===== src/rtl/capture_pkg.sv =====
// Shared types and constants for the capture/dump controller.
package capture_pkg;

  localparam int DEC_W = 4;

  typedef enum logic [2:0] {
    IDLE,
    PRE,
    ARMED,
    POST,
    DONE,
    DUMP_RD,
    DUMP_WAIT
  } cap_state_t;

endpackage


===== src/rtl/trig_detect.sv =====
// Per-channel trigger synchroniser and edge detector; emits a 1-clk pulse for the
// selected channel and polarity, 3 clk after the raw comparator changes.
module trig_detect #(
  parameter int NCH = 3,
  parameter int CSW = (NCH > 1) ? $clog2(NCH) : 1
) (
  input  logic           clk,
  input  logic           rst_n,
  input  logic [NCH-1:0] trig,
  input  logic [CSW-1:0] trig_src,
  input  logic           trig_edge,
  output logic           edge_pulse
);

  logic [NCH-1:0] sync1, sync2, hist;

  always_ff @(posedge clk or negedge rst_n) begin
    if (!rst_n) begin
      sync1 <= '0;
      sync2 <= '0;
      hist  <= '0;
    end else begin
      sync1 <= trig;
      sync2 <= sync1;
      hist  <= sync2;
    end
  end

  always_comb begin
    edge_pulse = 1'b0;
    for (int unsigned i = 0; i < NCH; i++) begin
      if (trig_src == CSW'(i))
        edge_pulse = trig_edge ? (sync2[i] & ~hist[i]) : (~sync2[i] & hist[i]);
    end
  end

endmodule


===== src/rtl/capture_dump_ctrl.sv =====
// Circular multi-channel capture with programmable trigger, decimation and auto-trigger,
// followed by an oldest-first single-channel byte dump to the UART response path.
module capture_dump_ctrl
  import capture_pkg::*;
#(
  parameter int NCH = 3,
  parameter int AW  = 9,
  parameter int CSW = (NCH > 1) ? $clog2(NCH) : 1
) (
  input  logic             clk,
  input  logic             rst_n,
  output logic             rclk,
  input  logic [NCH-1:0]   trig,
  input  logic [CSW-1:0]   trig_src,
  input  logic             trig_edge,
  input  logic             auto_trig,
  input  logic             force_trig,
  input  logic [AW-1:0]    trig_pos,
  input  logic [DEC_W-1:0] decimator,
  input  logic             arm,
  input  logic             clr_cap_done,
  output logic             cap_done,
  output logic [AW-1:0]    trig_addr,
  output logic             ram_en,
  output logic             ram_we,
  output logic [AW-1:0]    ram_addr,
  input  logic [8*NCH-1:0] ram_rdata,
  input  logic             dump_start,
  input  logic [CSW-1:0]   dump_ch,
  output logic [7:0]       dump_data,
  output logic             dump_vld,
  input  logic             dump_ack,
  output logic             dump_busy
);

  localparam int          DEPTH   = 2 ** AW;
  localparam int          DCNT_W  = 2 ** DEC_W - 1;
  localparam logic [AW:0] DEPTH_C = (AW + 1)'(DEPTH);

  cap_state_t        state;
  logic [AW-1:0]     wptr, raddr;
  logic [AW:0]       wcnt, bcnt, pre_len;
  logic [DCNT_W-1:0] dcnt, dec_mask;
  logic              pending, rphase, trig_pulse, wr_slot, step, trigger_now;
  logic [7:0]        sel_byte;

  trig_detect #(.NCH(NCH), .CSW(CSW)) u_trig (
    .clk        (clk),
    .rst_n      (rst_n),
    .trig       (trig),
    .trig_src   (trig_src),
    .trig_edge  (trig_edge),
    .edge_pulse (trig_pulse)
  );

  // Strobes are updated on the edge that starts a slot (rclk 1->0), so they are
  // stable through the slot and at the following rclk rise where the RAM samples.
  assign step     = rclk;
  assign dec_mask = DCNT_W'((32'd1 << decimator) - 32'd1);
  assign wr_slot  = (dcnt == '0);
  // trig_pos is AW bits wide, so it can never exceed DEPTH-1.
  assign pre_len  = DEPTH_C - {1'b0, trig_pos};
  assign trigger_now = pending | trig_pulse | force_trig | (auto_trig && wcnt == DEPTH_C);

  always_comb begin
    sel_byte = '0;
    for (int unsigned i = 0; i < NCH; i++) begin
      if (dump_ch == CSW'(i)) sel_byte = ram_rdata[i*8 +: 8];
    end
  end

  always_ff @(posedge clk or negedge rst_n) begin
    if (!rst_n) begin
      state     <= IDLE;
      rclk      <= 1'b0;
      ram_en    <= 1'b0;
      ram_we    <= 1'b0;
      ram_addr  <= '0;
      cap_done  <= 1'b0;
      trig_addr <= '0;
      dump_data <= '0;
      dump_vld  <= 1'b0;
      dump_busy <= 1'b0;
      wptr      <= '0;
      raddr     <= '0;
      wcnt      <= '0;
      bcnt      <= '0;
      dcnt      <= '0;
      pending   <= 1'b0;
      rphase    <= 1'b0;
    end else begin
      rclk     <= ~rclk;
      dump_vld <= 1'b0;
      if (arm) begin
        state     <= PRE;
        wptr      <= '0;
        wcnt      <= '0;
        dcnt      <= '0;
        cap_done  <= 1'b0;
        pending   <= 1'b0;
        dump_busy <= 1'b0;
        if (step) begin
          ram_en <= 1'b0;
          ram_we <= 1'b0;
        end
      end else begin
        if (clr_cap_done) cap_done <= 1'b0;
        if (state == ARMED && (trig_pulse || force_trig)) pending <= 1'b1;
        case (state)
          PRE, ARMED, POST: if (step) begin
            ram_en   <= wr_slot;
            ram_we   <= wr_slot;
            ram_addr <= wptr;
            dcnt     <= (dcnt >= dec_mask) ? '0 : dcnt + 1'b1;
            if (wr_slot) begin
              wptr <= wptr + 1'b1;
              if (state == PRE) begin
                if (wcnt + 1'b1 == pre_len) begin
                  state <= ARMED;
                  wcnt  <= '0;
                end else begin
                  wcnt <= wcnt + 1'b1;
                end
              end else if (state == ARMED) begin
                if (trigger_now) begin
                  trig_addr <= wptr;
                  pending   <= 1'b0;
                  wcnt      <= '0;
                  if (trig_pos == '0) begin
                    state    <= DONE;
                    cap_done <= 1'b1;
                  end else begin
                    state <= POST;
                  end
                end else if (wcnt != DEPTH_C) begin
                  wcnt <= wcnt + 1'b1;
                end
              end else begin
                if (wcnt + 1'b1 == {1'b0, trig_pos}) begin
                  state    <= DONE;
                  cap_done <= 1'b1;
                end else begin
                  wcnt <= wcnt + 1'b1;
                end
              end
            end
          end
          DONE: begin
            if (step) begin
              ram_en <= 1'b0;
              ram_we <= 1'b0;
            end
            if (dump_start) begin
              state     <= DUMP_RD;
              raddr     <= wptr;
              bcnt      <= '0;
              rphase    <= 1'b0;
              dump_busy <= 1'b1;
            end
          end
          DUMP_RD: if (step) begin
            if (!rphase) begin
              ram_en   <= 1'b1;
              ram_we   <= 1'b0;
              ram_addr <= raddr;
              rphase   <= 1'b1;
            end else begin
              ram_en    <= 1'b0;
              dump_data <= sel_byte;
              dump_vld  <= 1'b1;
              rphase    <= 1'b0;
              state     <= DUMP_WAIT;
            end
          end
          DUMP_WAIT: if (dump_ack) begin
            raddr <= raddr + 1'b1;
            bcnt  <= bcnt + 1'b1;
            if (bcnt + 1'b1 == DEPTH_C) begin
              state     <= DONE;
              dump_busy <= 1'b0;
            end else begin
              state <= DUMP_RD;
            end
          end
          default: if (step) begin
            ram_en <= 1'b0;
            ram_we <= 1'b0;
          end
        endcase
      end
    end
  end

endmodule


===== config.mk =====
export PLATFORM = sky130hd
export DESIGN_NAME = capture_dump_ctrl
export DESIGN_NICKNAME = d
export VERILOG_FILES = /design/src/rtl/capture_pkg.sv /design/src/rtl/trig_detect.sv /design/src/rtl/capture_dump_ctrl.sv
export SDC_FILE = /design/constraint.sdc
export NUM_CORES = 1
export LEC_CHECK = 0
export CAP_MARGIN = 10
export CORE_MARGIN = 2
export CORE_UTILIZATION = 50
export DETAILED_ROUTE_END_ITERATION = 10
export PLACE_DENSITY = 0.74
export SETUP_SLACK_MARGIN = 0.3
export SLEW_MARGIN = 0
export SYNTH_ARGS = -nofsm -noshare
export SYNTH_HDL_FRONTEND = slang
export SYNTH_HIERARCHICAL = 1
export SYNTH_SLANG_ARGS = --single-unit

===== constraint.sdc =====
create_clock -name clk -period 3.4 [get_ports clk]
set_clock_uncertainty 0.1 [all_clocks]
set_input_delay 0.68 -clock clk [delete_from_list [all_inputs] [get_ports clk]]
set_output_delay 0.68 -clock clk [all_outputs]
set_load 0.005 [all_outputs]

==> flow_summary.json <==
{
  "p_leak_nw": 3.49,
  "grt_start_max_net_pins": 60,
  "worstPathMaxFanout": 6,
  "power.density_nw_per_um2": 352,
  "post_drt_wl_per_cell_um": 16.8,
  "cpMaxStageDelayCell": "or3_4",
  "rsz0062_at_grt": "true",
  "dieWidth_um": 115,
  "ir_drop_mv": 0.316,
  "io_pins": 85,
  "worstPathRequired_ns": 3.57,
  "gp_congestion": 0.908,
  "async_reset_ff_share_pct": 100,
  "maxCapViolCount": 0,
  "via_per_inst": 5.92,
  "fin_crit_ns": 3.60,
  "fin_hold_ws_ns": 0.250,
  "netlist-cell-type-count": 66,
  "crit_family": "simple AND/OR/NAND/NOR gates",
  "dp_slack_ns": -1.14,
  "yosysSeqAreaShare_pct": 40.6,
  "detail-route-antenna-nets": 0,
  "crit_arrival_ns": 3.77,
  "die_y_um": 115,
  "worst_slack_ns": -0.201,
  "path_cells": "buf_6 -> or2_4 -> or3_4 -> ha_4 -> or2_4 -> o21ai_2 -> a32oi_1 -> ha_1 -> nand4_1 -> nor2_1 -> o21a_1 -> o21ai_2 -> nand2b_1 -> a211oi_4 -> buf_6 -> a21oi_4 -> or2_4 -> a31oi_1",
  "ys.flop_type": "dfrtp_1",
  "slowest_delay_ns": 0.35,
  "drive_above_1_share_pct": 17.6,
  "final.period_utilization_pct": 106,
  "cts_buffers": 9,
  "synthesis.nets": 756,
  "ys_seq_elements": 99,
  "synthCells": 678,
  "clock_latency_ns": 0.35,
  "r2r_end": "wcnt[2]",
  "hold_class": "reg -> reg",
  "reg2reg_depth": 11,
  "clockBufferDepth": 2,
  "cpMostUsedCell": "or2_4",
  "violations": "negative setup slack",
  "io_buffers": 84,
  "grt_pass1_vias": 5369,
  "cp-start-kind": "input port",
  "status": "complete, but fails checks",
  "cts_root_buffer": "clkbuf_16",
  "grt_pass1_wl_mm": 25.8,
  "crit_cells": 18,
  "antenna_cells": 0,
  "ys_warn_count": 6,
  "crit_end": "dcnt[6]",
  "initial_core_util_pct": 51.0,
  "fin_nets": 862,
  "synth_edf_count": 0,
  "drt_iter0_drc": 369,
  "grt_antenna_before_repair": 0,
  "r2r_start": "wcnt[0]",
  "fmax_ghz": 0.278,
  "grt_use_total_pct": 24.5,
  "die_area_um2": 13100,
  "vias": 5543,
  "nFillCells": 973,
  "htree_levels": 3,
  "critPathBufInv": 2,
  "coreArea_um2": 12000,
  "grt_overflow": 0,
  "firstDrtPassIters": 5,
  "clkSlewWorstSetupHoldPaths_ns": 0.07,
  "avgSynthCellArea_um2": 9.01,
  "clock-sinks": 99,
  "crit_type": "in -> reg",
  "r2r_slack_ns": 0.45,
  "cts_tree": "done",
  "wl_mm": 15.7,
  "post-dp-hpwl_mm": 11.3,
  "synth_area_um2": 6110,
  "row_count": 40,
  "hold_viol": 0,
  "tightest_slew_ns": 0.773,
  "finalSetupViolations": 15,
  "worstSetupStartpoint": "decimator[0]",
  "final_max_slew_viol_count": 0,
  "drcViolationCount": 0,
  "area_growth_syn_to_layout_pct": 30.1,
  "maxSlewHeadroom_pct": 48.5,
  "cp-end-kind": "register"
}
[cell usage after synthesis, types with 17 or more instances]
library cell,count,area (um2)
dfrtp_1,99,2480
o21ai_0,54,270
a21oi_1,53,265
mux2i_1,18,180
nand2_1,65,244
ha_1,25,313
clkbuf_1,23,86.3
and3_1,17,106
nor2_1,65,244
xnor2_1,22,193
inv_1,18,67.6
xor2_1,17,149
nand3_1,25,125
[metrics by stage]
stage | utilization, % | power, mW | area (um2) | std cells | TNS [ns]
after detailed placement | 61.7 | 1.70 | 7380 | 915 | -15.69
final | 66.4 | 2.79 | 7950 | 936 | -2.20
after floorplan | - | 1.49 | 6200 | 678 | -3.12
after global placement | 61.7 | 1.68 | 7380 | 915 | -13.10
after global routing | 66.4 | 2.90 | 7950 | 936 | -4.11
after CTS | 65.3 | 2.79 | 7810 | 935 | -2.61
[layer usage]
layer / vias up / track usage, % / part of all wire [%]
met4: 0 / 6.59 / 1.7
met1: 2697 / 30.4 / 43
met3: 27 / 3.71 / 4.2
li1: 2651 / - / -
met5: - / 0 / 0
met2: 168 / 44.1 / 51
[worst min path at each step]
stage / from / end / slack, ns / cells past startpoint
after floorplan: u_trig/sync1[0] / u_trig/sync2[0] / 0.23 / 0
after global placement: u_trig/sync1[2] / u_trig/sync2[2] / 0.23 / 0
after detailed placement: u_trig/sync1[1] / u_trig/sync2[1] / 0.24 / 0
after CTS: u_trig/sync1[0] / u_trig/sync2[0] / 0.25 / 0
after global routing: u_trig/sync1[2] / u_trig/sync2[2] / 0.26 / 0
final: u_trig/sync1[0] / u_trig/sync2[0] / 0.25 / 0
[sequential cells by signal, indices dropped and copies added, names as in the netlist, 8 cells and up]
register and count:
wptr 9, wcnt 10, bcnt 10, trig_addr 9, ram_addr 9, raddr 9
dcnt 15, dump_data 8
[cell families after synthesis]
| kind of cell | after synthesis | synth area share [%] |
|---|---|---|
| xor+xnor | 39 | 5.59 |
| buf+inv | 51 | 3.34 |
| simple gates | 257 | 21.8 |
| flops | 99 | 40.6 |
| mux | 27 | 5.16 |
| fa+ha+maj | 25 | 5.12 |
| compound gates | 180 | 18.4 |
[layout make-up]
type	count	area (um2)	share of cell area, %
repair buffers	127	1210	15.2
well taps	147	184	2.31
multi-input cells	529	3690	46.4
clock inverters	3	45.0	0.567
inverters	18	67.6	0.850
clock buffers	13	270	3.40
flip-flops and latches	99	2480	31.2
[where the power goes]
group	internal, mW	leakage [nW]	switching, mW
Sequential	1.20	1.34	0.0380
Combinational	0.233	2.00	0.244
Clock	0.631	0.148	0.445
Total	2.07	3.49	0.726
[layout by cell type (no fill, tap or decap), types with 11 or more instances in the layout]
cell,count
a21oi_1,51
a31oi_1,11
and3_1,17
buf_4,37
clkdlybuf4s50_1,74
dfrtp_1,96
ha_1,23
inv_1,16
mux2i_1,18
nand2_1,63
nand3_1,25
nor2_1,64
o21ai_0,42
o21ai_1,17
xnor2_1,20
xor2_1,17
[repair_timing]
item / CTS / global route
cloned: 1 / 0
setup endpoints to repair: 24 / 28
setup buffers: 3 / 1
gates resized for setup: 33 / 34
pin swaps: 28 / 11
hold buffers: 0 / 0
Note: power is estimated with default switching activity, not from simulation.
